<file path="src/rtl/bloco_de_controle_horner.sv">
// Horner evaluator control unit: sequences X/ACC/T loads and the multiplier
// over DEGREE coefficients, with abort and a level-held start/done handshake.
module bloco_de_controle_horner #(
  parameter  int DEGREE     = 3,
  parameter  int MUL_CYCLES = 1,
  localparam int IDX_W      = (DEGREE == 0) ? 1 : $clog2(DEGREE + 1)
) (
  input  logic             clk,
  input  logic             reset,
  input  logic             start,
  input  logic             abort,
  output logic [IDX_W-1:0] coef_idx,
  output logic             lx,
  output logic             lacc,
  output logic             sel_acc,
  output logic             mul_en,
  output logic             lt,
  output logic             busy,
  output logic             done
);

  localparam int WC_W = $clog2(MUL_CYCLES + 1);

  localparam logic [IDX_W-1:0] K_TOP   = IDX_W'(DEGREE);
  localparam logic [WC_W-1:0]  WC_LAST = WC_W'(MUL_CYCLES - 1);

  typedef enum logic [2:0] {
    S_IDLE,
    S_LOAD_X,
    S_LOAD_TOP,
    S_MUL,
    S_ADD,
    S_DONE
  } state_t;

  state_t           r_state;
  state_t           w_state_nxt;
  logic [IDX_W-1:0] r_k;
  logic [IDX_W-1:0] w_k_nxt;
  logic [IDX_W-1:0] w_k_dec;
  logic [WC_W-1:0]  r_wcnt;
  logic [WC_W-1:0]  w_wcnt_nxt;

  always_ff @(posedge clk) begin
    if (reset) begin
      r_state <= S_IDLE;
      r_k     <= K_TOP;
      r_wcnt  <= '0;
    end else begin
      r_state <= w_state_nxt;
      r_k     <= w_k_nxt;
      r_wcnt  <= w_wcnt_nxt;
    end
  end

  assign w_k_dec  = (r_k == '0) ? r_k : r_k - 1'b1;
  assign coef_idx = r_k;

  always_comb begin
    w_state_nxt = r_state;
    w_k_nxt     = r_k;
    w_wcnt_nxt  = r_wcnt;
    lx          = 1'b0;
    lacc        = 1'b0;
    sel_acc     = 1'b0;
    mul_en      = 1'b0;
    lt          = 1'b0;
    done        = 1'b0;
    busy        = 1'b0;

    unique case (r_state)
      S_IDLE: begin
        w_k_nxt = K_TOP;
        if (start) w_state_nxt = S_LOAD_X;
      end
      S_LOAD_X: begin
        busy        = 1'b1;
        lx          = 1'b1;
        w_state_nxt = S_LOAD_TOP;
      end
      S_LOAD_TOP: begin
        busy = 1'b1;
        lacc = 1'b1;
        if (DEGREE == 0) begin
          w_state_nxt = S_DONE;
        end else begin
          w_k_nxt     = w_k_dec;
          w_wcnt_nxt  = '0;
          w_state_nxt = S_MUL;
        end
      end
      S_MUL: begin
        busy       = 1'b1;
        mul_en     = 1'b1;
        w_wcnt_nxt = r_wcnt + 1'b1;
        if (r_wcnt == WC_LAST) begin
          lt          = 1'b1;
          w_state_nxt = S_ADD;
        end
      end
      S_ADD: begin
        busy    = 1'b1;
        lacc    = 1'b1;
        sel_acc = 1'b1;
        if (r_k == '0) begin
          w_state_nxt = S_DONE;
        end else begin
          w_k_nxt     = w_k_dec;
          w_wcnt_nxt  = '0;
          w_state_nxt = S_MUL;
        end
      end
      S_DONE: begin
        done = 1'b1;
        if (!start) begin
          w_k_nxt     = K_TOP;
          w_state_nxt = S_IDLE;
        end
      end
      default: begin
        w_k_nxt     = K_TOP;
        w_wcnt_nxt  = '0;
        w_state_nxt = S_IDLE;
      end
    endcase

    // abort kills any load pulse in its own cycle and rewinds to IDLE
    if (abort && (r_state != S_IDLE)) begin
      lx          = 1'b0;
      lacc        = 1'b0;
      lt          = 1'b0;
      w_k_nxt     = K_TOP;
      w_wcnt_nxt  = '0;
      w_state_nxt = S_IDLE;
    end
  end

endmodule

</file>
<file path="config.mk">
export PLATFORM = sky130hd
export DESIGN_NAME = bloco_de_controle_horner
export DESIGN_NICKNAME = d
export VERILOG_FILES = /design/src/rtl/bloco_de_controle_horner.sv
export SDC_FILE = /design/constraint.sdc
export NUM_CORES = 1
export LEC_CHECK = 0
export CAP_MARGIN = 20
export CORE_AREA = 2 2 39 41
export DETAILED_ROUTE_END_ITERATION = 12
export DIE_AREA = 0 0 41 43
export GPL_TIMING_DRIVEN = 0
export PLACE_DENSITY = 0.6
export REMOVE_ABC_BUFFERS = 1
export SLEW_MARGIN = 0
export SYNTH_ARGS = -nofsm -noshare
export SYNTH_HDL_FRONTEND = slang
export SYNTH_SLANG_ARGS = --single-unit
</file>
<file path="constraint.sdc">
create_clock -name clk -period 1.55 [get_ports clk]
set_input_delay 0.31 -clock clk [delete_from_list [all_inputs] [get_ports clk]]
set_output_delay 0.31 -clock clk [all_outputs]
set_load 0.01 [all_outputs]
</file>
==> metrics.yaml, run 1 <==
min_path_cells: 2
diodes: 0
maxCapViolCount: 0
crit_arrival_ns: 1.19
first_pass_iters: 4
rsz0062_at_grt: "true"
worst_slack_ns: 0.0521
swShare_pct: 40.8
hold_viol: 0
die_area_um2: 1760
clock_skew_ns: 0.00158
cp-startpoint: "r_state[2]"
hp-class: "in2reg"
clock.fmax_mhz: 668
finalMaxSlewViolations: 0
grt_max_degree: 19
r2r_start: "r_state[2]"
pin_count: 13
place_ws_ns: -0.584
final_antenna_net_count: 0
layout_common_cells: "nor2_1 (7), nor3_1 (6), o21ai_0 (6)"
endpoint_kind: "primary output"
seqPwrFrac_pct: 29.9
fin_util_pct: 47.4
synth_seq_cells: 6
first_global_vias: 408
fill_cells: 138
synthCells: 61
ff2ff_path_depth: 4
p_leak_nw: 0.307
htree_levels: 1
required_ns: 1.24
rows: 14
wl_per_cell_um: 11.6
dr.first_iter.drc_count: 10
die_h_um: 43
cts_num_sinks: 6
synth_top_area_cell: "dfxtp_1"
track_usage_pct: 14.4
overflow: 0
rrSetupSlack_ns: 0.09
netlist.area_leader.share_pct: 26.4
dpl.hpwl_um: 738
layout-drive-gt1-share_pct: 28.2
die_x_um: 41
avgViaCountPerCell: 5.30
setup_violations: 0
antenna_found_initial: 0
ys_seq_area_share_pct: 26.4
syn_area_per_cell_um2: 7.47
power_density_nw_per_um2: 1530
yosys-top-cells-area: "dfxtp_1 (26%), nor3_1 (7.7%), o21ai_0 (6.6%)"
synth_edf_count: 0
clock_path_buffers: 2
crit_type: "reg2out"
p_comb_share_pct: 55.8
cp-endpoint: "busy"
cts_tree: "done"
p_switching_uw: 410
routed_wl_mm: 1.09
dpl_cell_area_um2: 572
gp_congestion: 0.739
clkPwrFrac_pct: 14.3
finalPower_mw: 1.01
syn-cell-area_um2: 455
tightestPinTransition_ns: 0.379
synthFlopType: "dfxtp_1"
status: "finished clean"
period_needed_ns: 1.50
peakVddDrop_mv: 0.601
design_area_um2: 656
io_buffers: 12
r2r_end: "r_state[1]"
worstSetupStartpointType: "flop"
clkTransAtPathRegs_ns: 0.05
final_common_cell: "nor2_1"
numCtsBuffers: 3
synth_cell_types: 25
min-delay-start: "start"
ys_warn_count: 0
finalCritPeriodShare_pct: 96.6
cp_max_fo: 8
area_growth_pct: 44.0
start_util_pct: 32.9
vias: 498
drc: 0
coreArea_um2: 1380
async_flop_share_pct: 0
grt_pass1_wl_mm: 1.73
final_nets: 85
cts-root-buf: "clkbuf_4"
maxSlewHeadroom_pct: 74.1
clk_latency_ns: 0.24
p_int_uw: 595
-- synth_stat cells (2+ instances only) --
library cell	number
nor2_1	7
nor3_1	7
dfxtp_1	6
o21ai_0	6
a21oi_1	5
inv_1	4
o21a_1	4
nor2b_1	3
clkbuf_1	2
o211a_1	2
-- stage by stage --
stage	hold slack, ns	std cells	TNS [ns]
global placement	0.574	85	-2.71
floorplan	0.402	57	-0.0130
global route	0.460	94	-0.0514
detailed placement	0.573	85	-2.74
finish	0.438	94	0
CTS	0.596	90	0
-- layout make-up --
type	instances	area [um^2]	share of cell area, %
clock buffers	3	22.5	3.44
inverters	4	17.5	2.67
multi-input cells	47	319	48.7
flip-flops and latches	6	131	20.0
well taps	16	20.0	3.05
repair buffers	18	145	22.1
-- power groups by stage --
stage,Combinational (mW),Sequential [mW],Clock (mW)
finish,0.561,0.300,0.144
global route,0.616,0.310,0.167
CTS,0.498,0.312,0.156
detailed placement,0.468,0.303,0
global placement,0.465,0.306,0
floorplan,0.310,0.281,0
-- cells by family (layout without fill, tap and decap cells) --
kind of cell,count (synthesis),after routing,share of synthesized area [%]
simple gates,24,24,29.1
fa+ha+maj,1,1,2.75
compound gates,21,21,31.3
xor+xnor,1,1,1.92
flops,6,6,26.4
buf+inv,8,25,8.51
-- worst max-delay path: stages (launching register included) --
cell           delay [ns]
dfxtp_4              0.38
nor3_2               0.23
nor2_1               0.06
dlygate4sd2_1        0.28
-- registers in the layout, indices dropped and copies added (netlist names) --
| register | cells |
|---|---|
| coef_idx | 2 |
| r_state | 3 |
| r_wcnt | 1 |
-- worst min-delay path by stage --
stage	to	slack [ns]
final	r_state[1]	0.44
after CTS	coef_idx[1]	0.60
after global routing	r_state[1]	0.46
after detailed placement	coef_idx[1]	0.57
after global placement	coef_idx[1]	0.57
after floorplan	r_state[1]	0.40
-- layer usage --
| metal | global-route usage [%] | routed length (um) |
|---|---|---|
| met2 | 20.9 | 491 |
| met1 | 17.5 | 508 |
| met5 | 0 | 0 |
| met4 | 10.0 | 13 |
| met3 | 3.66 | 77 |
-- timing repair --
item                                   CTS  global route
gates cloned                             0             0
hold buffers                             0             0
setup endpoints to repair                8             8
endpoints found under the hold margin    0             0
setup buffers                            2             4
gates resized for setup                 23             9
pin swaps                                1             2
Note: power is estimated with default switching activity, not from simulation.
==> inputs of run 2 (changes only) <==
--- a/config.mk
+++ b/config.mk
@@ -7,6 +7,7 @@
 export LEC_CHECK = 0
 export CAP_MARGIN = 20
 export CORE_AREA = 2 2 39 41
+export CTS_CLUSTER_SIZE = 10
 export DETAILED_ROUTE_END_ITERATION = 12
 export DIE_AREA = 0 0 41 43
 export GPL_TIMING_DRIVEN = 0
==> constraint.sdc (replaced) <==
create_clock -name clk -period 1.55 [get_ports clk]
set_input_delay 0.31 -clock clk [delete_from_list [all_inputs] [get_ports clk]]
set_output_delay 0.31 -clock clk [all_outputs]
set_load 0.1 [all_outputs]
==> run 2 against run 1 <==
  * The flow now finishes with violations (negative setup slack)
  * Worst hold slack better by 0.017 ns
  * Die area unchanged
  * First-iteration DRC count down 20%
  * Global-route usage up 2.4 points
  * Flip-flop and latch count unchanged
  * Count of clock-buffer cells in the layout unchanged
  * Fmax down 5.0%
  * Register-to-register slack worse by 0.12 ns
==> metrics.yaml, run 2 (synthesized netlist as in run 1, its figures left out) <==
fill_cells: 111
hold_viol: 0
tightestPinTransition_ns: 0.544
largest_register_ff_count: 3
finalMaxSlewViolations: 0
finalPower_mw: 1.63
endpoint_kind: "flop"
overflow: 0
dr.first_iter.drc_count: 8
clock_skew_ns: 0.00214
pin_count: 13
power_density_nw_per_um2: 2010
numCtsBuffers: 3
crit_type: "reg2reg"
status: "finished with violations"
io_buffers: 12
period_needed_ns: 1.58
maxCapViolCount: 0
regMostFlops: "r_state"
grt_max_degree: 12
clock_path_buffers: 2
violations: "negative setup slack"
die_area_um2: 1760
clk_latency_ns: 0.24
p_leak_nw: 0.348
worstSetupStartpointType: "flop"
first_global_vias: 497
avgViaCountPerCell: 5.39
htree_levels: 1
final_antenna_net_count: 0
rsz0062_at_grt: "true"
cts_num_sinks: 6
grt_pass1_wl_mm: 2.01
area_growth_pct: 78.0
track_usage_pct: 16.8
required_ns: 1.68
crit_arrival_ns: 1.71
routed_wl_mm: 1.34
start_util_pct: 32.9
maxSlewHeadroom_pct: 63.9
peakVddDrop_mv: 1.04
first_pass_iters: 4
worst_slack_ns: -0.0267
finalCritPeriodShare_pct: 102
hp-class: "in2reg"
cts_tree: "done"
layout_common_cells: "buf_4 (10), nor2_1 (7), o21ai_0 (6)"
antenna_found_initial: 0
fin_setup_tns_ns: -0.0680
die_x_um: 41
final_common_cell: "buf_4"
cts-root-buf: "clkbuf_4"
clkTransAtPathRegs_ns: 0.05
diodes: 0
final_nets: 90
cp_max_fo: 7
coreArea_um2: 1380
rows: 14
clock.fmax_mhz: 634
holdBufCountCts: 0
vias: 534
layout-drive-gt1-share_pct: 48.2
drc: 0
die_h_um: 43
setup_violations: 6
gp_congestion: 0.739
dpl.hpwl_um: 738
wl_per_cell_um: 13.5
==> run 2: cell types whose count changed in the layout (fill, tap and decap cells not counted), sizes merged <==
cell / before / now
buf: 7 / 18
clkbuf: 5 / 3
clkdlybuf4s15: 1 / 2
clkdlybuf4s50: 3 / 1
clkinvlp: 0 / 1
dlygate4sd2: 4 / 1
inv: 4 / 3
==> run 2: power by group <==
part	switching, mW	internal, mW
Clock	0.0569	0.0876
Sequential	0.0833	0.209
Combinational	0.746	0.449
==> run 2: through the flow <==
stage | utilization [%] | hold WS, ns | instances | worst slack, ns | instance area (um^2)
detailed placement | 41.3 | 0.573 | 85 | -1.18 | 572
global placement | 41.3 | 0.574 | 85 | -1.18 | 572
global route | 58.6 | 0.457 | 99 | -0.0936 | 811
finish | 58.6 | 0.455 | 99 | -0.0267 | 811
CTS | 53.3 | 0.596 | 98 | -0.0430 | 737
floorplan | - | 0.402 | 57 | -2.49 | 432
==> run 2: final timing paths <==
check / start / endpoint / slack (ns) / cells after the start
min reg2reg: coef_idx[0] / coef_idx[0] / 0.61 / 2
max: r_state[2] / r_state[1] / -0.03 / 4
min: start / r_state[1] / 0.45 / 2
max reg2reg: r_state[2] / r_state[1] / -0.03 / 4
==> run 2: metal layers <==
layer / global-route usage (%) / vias up / share of wire (%)
met2: 28.4 / 11 / 54
met3: 3.66 / 2 / 5.0
met4: 10.0 / 0 / 0.97
met5: 0 / - / 0
met1: 17.5 / 252 / 39
li1: - / 269 / -
==> run 2: worst max-delay path, cell delays in order, from the launching register on <==
cell       delay, ns
dfxtp_4         0.39
buf_2           0.17
or3_4           0.40
a21o_1          0.19
a2111oi_2       0.32
==> run 2: area by class of cell <==
cell class	instances	area (um^2)	area share, %
Clock buffer	3	22.5	2.78
Inverter	4	18.8	2.31
Multi-Input combinational cell	47	379	46.8
Sequential cell	6	131	16.2
Tap cell	16	20.0	2.47
Timing Repair Buffer	23	239	29.5
==> run 2: repair_timing <==
action	CTS	global route
endpoints found under the setup margin	10	12
pin swaps	4	3
resized for setup	77	14
setup buffers	10	1
cloned	0	0
